### src/rtl/mips32_prog_loader.sv
// MIPS32 program loader: packs decoded instruction fields into machine
// words and streams them into sequential instruction-memory addresses.
module mips32_prog_loader #(
  parameter int AW        = 10,
  parameter int MAX_WORDS = 1024
) (
  input  logic          clk,
  input  logic          rst_n,
  input  logic          start,
  input  logic [AW-1:0] base_addr,
  input  logic          in_valid,
  output logic          in_ready,
  input  logic [5:0]    in_op,
  input  logic [4:0]    in_rs,
  input  logic [4:0]    in_rt,
  input  logic [4:0]    in_rd,
  input  logic [15:0]   in_imm,
  output logic          mem_we,
  output logic [AW-1:0] mem_addr,
  output logic [31:0]   mem_wdata,
  output logic          busy,
  output logic          done,
  output logic          err,
  output logic [AW:0]   count
);

  localparam logic [1:0] S_IDLE = 2'd0;
  localparam logic [1:0] S_LOAD = 2'd1;
  localparam logic [1:0] S_DONE = 2'd2;
  localparam logic [1:0] S_ERR  = 2'd3;

  localparam logic [AW:0] LP_MAX = (AW+1)'(MAX_WORDS);

  localparam logic [5:0] OP_LW    = 6'b001000;
  localparam logic [5:0] OP_SLTI  = 6'b001100;
  localparam logic [5:0] OP_BNEQZ = 6'b001101;
  localparam logic [5:0] OP_BEQZ  = 6'b001110;
  localparam logic [5:0] OP_MUL   = 6'b000101;
  localparam logic [5:0] OP_HLT   = 6'b111111;

  logic [1:0]    r_state;
  logic [AW-1:0] r_ptr;
  logic [AW-1:0] r_maddr;
  logic [31:0]   r_wdata;
  logic          r_we;
  logic          r_done;
  logic          r_err;
  logic [AW:0]   r_count;

  logic          w_is_rr;
  logic          w_is_rm;
  logic          w_is_br;
  logic          w_is_hlt;
  logic          w_ok;
  logic [31:0]   w_word;
  logic [AW:0]   w_cnt_nx;
  logic          w_accept;

  assign w_is_rr  = (in_op <= OP_MUL);
  assign w_is_rm  = (in_op >= OP_LW) && (in_op <= OP_SLTI);
  assign w_is_br  = (in_op == OP_BNEQZ) || (in_op == OP_BEQZ);
  assign w_is_hlt = (in_op == OP_HLT);
  assign w_cnt_nx = r_count + 1'b1;
  assign w_accept = in_valid && (r_state == S_LOAD);

  // Encode the presented fields; unused fields are forced to zero.
  always_comb begin
    w_ok   = 1'b0;
    w_word = 32'h0;
    unique case (1'b1)
      w_is_rr: begin
        w_ok   = 1'b1;
        w_word = {in_op, in_rs, in_rt, in_rd, 11'b0};
      end
      w_is_rm: begin
        w_ok   = 1'b1;
        w_word = {in_op, in_rs, in_rt, in_imm};
      end
      w_is_br: begin
        w_ok   = 1'b1;
        w_word = {in_op, in_rs, 5'b0, in_imm};
      end
      w_is_hlt: begin
        w_ok   = 1'b1;
        w_word = 32'hfc000000;
      end
      default: begin
        w_ok   = 1'b0;
        w_word = 32'h0;
      end
    endcase
  end

  // Load FSM, write port registers and sticky status.
  always_ff @(posedge clk or negedge rst_n) begin
    if (!rst_n) begin
      r_state <= S_IDLE;
      r_ptr   <= '0;
      r_maddr <= '0;
      r_wdata <= '0;
      r_we    <= 1'b0;
      r_done  <= 1'b0;
      r_err   <= 1'b0;
      r_count <= '0;
    end else begin
      r_we <= 1'b0;
      if (r_state == S_LOAD) begin
        if (w_accept) begin
          if (w_ok) begin
            r_we    <= 1'b1;
            r_maddr <= r_ptr;
            r_wdata <= w_word;
            r_ptr   <= r_ptr + 1'b1;
            r_count <= w_cnt_nx;
            if (w_is_hlt) begin
              r_state <= S_DONE;
              r_done  <= 1'b1;
            end else if (w_cnt_nx == LP_MAX) begin
              r_state <= S_ERR;
              r_err   <= 1'b1;
            end
          end else begin
            r_state <= S_ERR;
            r_err   <= 1'b1;
          end
        end
      end else if (start) begin
        r_state <= S_LOAD;
        r_ptr   <= base_addr;
        r_count <= '0;
        r_done  <= 1'b0;
        r_err   <= 1'b0;
      end
    end
  end

  assign in_ready  = (r_state == S_LOAD);
  assign busy      = (r_state == S_LOAD);
  assign mem_we    = r_we;
  assign mem_addr  = r_maddr;
  assign mem_wdata = r_wdata;
  assign done      = r_done;
  assign err       = r_err;
  assign count     = r_count;

endmodule
### config.mk
export PLATFORM = sky130hd
export DESIGN_NAME = mips32_prog_loader
export DESIGN_NICKNAME = d
export VERILOG_FILES = /design/src/rtl/mips32_prog_loader.sv
export SDC_FILE = /design/constraint.sdc
export NUM_CORES = 1
export LEC_CHECK = 0
export CORE_ASPECT_RATIO = 1.1
export CORE_UTILIZATION = 49
export DETAILED_ROUTE_END_ITERATION = 8
export GPL_TIMING_DRIVEN = 0
export PLACE_DENSITY = 0.9
export REMOVE_ABC_BUFFERS = 1
export SLEW_MARGIN = 20
export SYNTH_ARGS = -nofsm -noshare
export SYNTH_HDL_FRONTEND = slang
export SYNTH_SLANG_ARGS = --single-unit
export TNS_END_PERCENT = 10
### constraint.sdc
create_clock -name clk -period 3.96 [get_ports clk]
set_input_delay 0.792 -clock clk [delete_from_list [all_inputs] [get_ports clk]]
set_output_delay 0.792 -clock clk [all_outputs]
set_load 0.05 [all_outputs]
; Word level (Yosys, flattened, before mapping)
; Cells that the tools add are included.
[totals]
ff_bits = 68
input_bits = 51
out_inout_bits = 58
[classes]
n_addsub = 2
magnitude_cmp = 3
eq_ne = 11
n_mux = 29
reduce_logical = 10
[op_table]
columns = operator, n
row1 = $pmux 32 s4, 1
row2 = $mux 11, 4
row3 = $mux 10, 4
row4 = $mux 1, 14
row5 = $eq 6x4->1 const B, 2
row6 = $mux 2, 6
row7 = $add 11x1->11 const B, 1
row8 = $eq 11x11->1 const B, 1
row9 = $add 10x1->10 const B, 1
row10 = $reduce_and 3->1, 3
row11 = $reduce_and 4->1, 2
row12 = $eq 6x6->1 const B, 1
row13 = $ge 6x4->1 const B, 1
row14 = $le 6x3->1 const B, 1
row15 = $le 6x4->1 const B, 1
row16 = $ne 2x1->1 const B, 3
row17 = $ne 4x3->1 const B, 1
row18 = $reduce_or 4->1, 1
row19 = $ne 3x2->1 const B, 1
row20 = $ne 3x3->1 const B, 1
row21 = $eq 2x1->1 const B, 1
row22 = $logic_and 1x1->1, 2
row23 = $reduce_bool 2->1, 1
row24 = $logic_or 1x1->1, 1

; Depth between registers and ports, before layout
; Gate-level depths: netlist of the first run.
[logic_depth]
ltp_word = 7
mapped_depth = 9

; Least setup slack after synthesis of the first run
; No wires, ideal clock.
[synth_timing]
path_type = register to output
from = register r_state[1]
to = output in_ready
arrival_time_ns = 1.643
required_time_ns = 3.168
slack_ns = 1.525
path_stages_with_launch = 5
n_path_buf = 2
path_cell_list = dfrtp_1 -> nand2b_1 -> clkinv_1 -> clkbuf_1 -> buf_4
[synth_between]
elab_chain_cells = 1
[synth_rtl]
columns = element, line
row1 = "start, declared", 41  ; logic [1:0] r_state;
row2 = "start signal, assigned", 97  ; r_state <= S_IDLE;
row3 = "start signal, assigned", 116  ; r_state <= S_DONE;
row4 = "start signal, assigned", 119  ; r_state <= S_ERR;
row5 = $eq 2x1->1, -
row6 = "end, declared", 12  ; output logic in_ready,
; No other way between the ends.

; Worst setup path in the final report of the first run
[layout_timing]
from = register r_state[1]
to = register r_ptr[1]
[layout_between]
elab_chain_cells = 4
elab_cells_between_ends = 7
[layout_rtl]
columns = element, line
row1 = $eq 2x1->1 *, "64, 107"
row2 = $logic_and 1x1->1, 64  ; assign w_accept = in_valid && (r_state == S_LOAD);
row3 = $ne 2x1->1 (no source line), -
row4 = $reduce_and 3->1 (no source line), -
row5 = "end signal, assigned", 113  ; r_ptr <= r_ptr + 1'b1;
row6 = "end signal, assigned", 129  ; r_ptr <= base_addr;
row7 = "end, declared", 42  ; logic [AW-1:0] r_ptr;
; Mark *: on every way between the ends. The rest lies on a longest branch, timed or not.
; A chain may end at the register's enable or synchronous reset.

==> summary.md, run 1 <==
| Metric | Value |
|---|---|
| Clock transition at path regs | `0.07 ns` |
| Core Area | `6190 um^2` |
| Area of the multi-input gates | `1320 um^2` |
| Via count | `3052` |
| First-pass GRT wire length | `13300 um` |
| Sequential Power Share | `39.8%` |
| Gate power share | `39.1%` |
| Ratio of final minimum period to clock period | `92.0%` |
| Synthesized instance count | `345` |
| Element type at the critical path start | `flop` |
| Layout Skew | `0.00302 ns` |
| Status | `completed` |
| Total CTS buffers | `9` |
| DR pass1 iterations | `5` |
| Ys async rst share | `100%` |
| Final wirelength | `8580 um` |
| Detail Placement HPWL | `5770 um` |
| Metal2 WL | `4470 um` |
| # DRC | `0` |
| Num ports | `109` |
| Synth top area cells | `dfrtp_1, nand2_1, nand3_1` |
| Yosys warns | `0` |
| Critical path's top delay family | `simple AND/OR/NAND/NOR gates` |
| # clock sinks | `68` |
| Share of layout cells above drive strength 1 | `5.09%` |
| Total power | `2.40 mW` |
| PwrDens | `540 nW/um^2` |
| Initial Util | `50.8%` |
| Dominant synthesized flop cell | `dfrtp_1` |
| DRT met1 WL | `3470 um` |
| # rows | `30` |
| Max Cap Violations | `0` |
| Power Internal | `1.42 mW` |
| Avg WL per Cell | `16.1 um` |
| Placed Cells | `516` |
| DR WL met3 | `363 um` |
| Worst Path Arrival | `3.85 ns` |
| Final Max Tran Viols | `0` |
| Rel. slew slack | `44.3%` |
| Clock power share | `21.1%` |
| Post-synth EDFFs | `0` |
| Die area | `6740 um^2` |
| Unique masters post-synth | `46` |
| Fin area | `4450 um^2` |
| Slowest stage cell, crit path | `clkinv_1` |
| Initial antenna violation count | `0` |
| Post-CTS sizing | `0` |
| Gr ovfl total | `0` |
| Seq cells post-synth | `68` |
| WP buf/inv | `3` |
| Finished Layout Cells | `532` |
| Min-delay worst type | `primary input to asynchronous set/reset pin` |
| Die width | `78.4 um` |
| Sequential fraction of the synthesis area | `54.1%` |
| Sw frac | `41.0%` |
| Root Buffer | `clkbuf_8` |
| Vias per std cell | `5.74` |
| Critical path class | `flop to flop` |
| Largest net degree at the start of global routing | `52` |
| Worst-Margin Slew | `0.834 ns` |
| Finish-stage setup viols | `0` |
| Port Buf Inserts | `108` |
| Initial DRC count | `199` |
| Crit-path max FO | `47` |
| Antenna fix cells | `0` |
| Peak VDD IR | `0.397 mV` |
| Register Area | `1700 um^2` |
| Top Metal Used | `met4` |
| Fmax | `274 MHz` |
| Post-CTS Setup Repair Bufs | `0` |
| Final Hold Violating Endpoints | `0` |
| Total track usage | `25.8%` |
| Fill cells | `455` |
| Post-route ant nets | `0` |
| Number of levels in the clock H-tree | `3` |
| Lkg Pwr | `2.03 nW` |
| Net Switching | `986 uW` |
| CTS max path bufs | `2` |
| CP required | `4.16 ns` |
| Area Overhead vs Synth | `41.4%` |
| Worst-Skew Late Latency | `0.34 ns` |
| Die Y | `86.0 um` |
| Gp weighted congestion | `0.804` |
| Fin nets | `500` |
| Crit-path cells | `nand2b_1 > clkinv_1 > nand2_1 > a21o_2 > buf_12 > inv_2 > nor2_1 > o21ai_0` |
| Area after DPL | `4280 um^2` |
| Syn Area/Cell | `9.12 um^2` |
| Area leader, netlist | `dfrtp_1` |
| Top cell type's share of synthesized area | `54.1%` |
| Vias in the first global route | `2824` |
| Max incr delay on CP | `0.58 ns` |
| Fin crit period | `3.65 ns` |
| Mapped cell area | `3150 um^2` |
| RSZ-0062 raised after global routing | `false` |
| CTS tree | `done` |
| Crit. End Element | `flop` |
| Hold_buf cts | `0` |
-- state kept, by name, indices dropped and copies added (netlist names) --
| register | cells |
|---|---|
| mem_wdata | 32 |
| count | 11 |
| mem_addr | 10 |
| r_ptr | 10 |
| r_state | 2 |
| done | 1 |
| err | 1 |
| mem_we | 1 |
-- cells in the final DEF, fill, tap and decap left out, types with 2 or more instances in the layout --
cell and count:
nand2_1 92, clkinv_2 2, nand3_1 43, a22oi_1 8
a21oi_1 7, xor2_1 2, o22a_1 4, nor3_1 3
clkbuf_1 2, or3_1 4, or2_2 3, inv_1 5
a31oi_1 9, ha_1 2, nand4_1 2, a211o_1 2
a21o_1 3, dfrtp_1 68, o211ai_1 3, clkbuf_8 10
o22ai_1 5, mux2i_1 2, nor2_1 17, a22o_1 5
and3_1 4, o21ai_0 12, clkinvlp_4 2, clkdlybuf4s50_1 107
or4_1 2
-- routing by layer --
metal | GRT usage (%) | up-vias
li1 | - | 1412
met1 | 31.2 | 1490
met2 | 43.9 | 123
met3 | 3.40 | 27
met4 | 15.5 | 0
met5 | 0 | -
-- synthesized netlist by cell type (5+ instances only) --
cell	n
o21ai_0	12
a31oi_1	10
dfrtp_1	68
nor2_1	17
buf_2	9
clkbuf_1	5
nand3_1	43
nand2_1	92
a21oi_1	7
o22ai_1	5
inv_1	5
a22o_1	5
a22oi_1	8
-- worst reg2reg max path: cells and delay by family, from the launching register on --
kind            cells  cell delay [ns]
buf+inv             3             1.22
compound gates      2             0.66
simple gates        3             1.28
flops               1             0.35
-- worst paths after layout --
check	startpoint	endpoint	slack, ns	cells after the start
hold reg to reg	mem_wdata[10]$_DFFE_PN0P_	mem_wdata[10]$_DFFE_PN0P_	0.48	2
setup reg to reg	r_state[1]$_DFFE_PN0P_	r_ptr[1]$_DFFE_PN0P_	0.31	8
min in group clk	mem_wdata[10]$_DFFE_PN0P_	mem_wdata[10]$_DFFE_PN0P_	0.48	2
setup / recovery	r_state[1]$_DFFE_PN0P_	r_ptr[1]$_DFFE_PN0P_	0.31	8
hold / removal	rst_n	mem_wdata[1]$_DFFE_PN0P_	0.31	1
max in group asynchronous	rst_n	count[0]$_DFFE_PN0P_	3.12	2
-- power groups by stage --
stage	clock network, mW	logic [mW]	registers (mW)
after global routing	0.549	0.989	0.970
after global placement	0	0.908	0.956
final	0.507	0.940	0.955
after detailed placement	0	0.938	0.959
after floorplan	0	0.228	1.30
after CTS	0.516	0.943	0.951
-- per-stage QoR --
stage                     util (%)  hold slack, ns  worst slack [ns]  setup TNS, ns
final                         71.8           0.308             0.315              0
after global routing          71.8           0.319            0.0634              0
after CTS                     71.8           0.303             0.377              0
after detailed placement      69.1           0.459             0.152              0
after global placement        68.2           0.448             -1.16         -45.13
after floorplan                  -           0.454            -0.318          -3.31
-- area by class of cell --
cell class	count	area share (%)
well taps	80	2.25
multi-input cells	251	29.7
clock inverters	4	0.563
flip-flops and latches	68	38.3
clock buffers	12	3.26
repair buffers	110	25.3
inverters	7	0.591
-- logic make-up after synthesis --
| group | after synthesis | share of synthesized area (%) |
|---|---|---|
| fa+ha+maj | 2 | 0.795 |
| simple gates | 177 | 25.0 |
| flops | 68 | 54.1 |
| xor+xnor | 2 | 0.557 |
| compound gates | 67 | 14.5 |
| buf+inv | 26 | 4.10 |
| mux | 3 | 0.994 |
(Power assumes the default switching activity.)
==> run 2, diff against run 1 <==
- ABC_CLOCK_PERIOD_IN_PS: not set -> 3960
==> results of run 2 <==
Same layout as run 1: the final DEF is identical, and so are final timing and power.
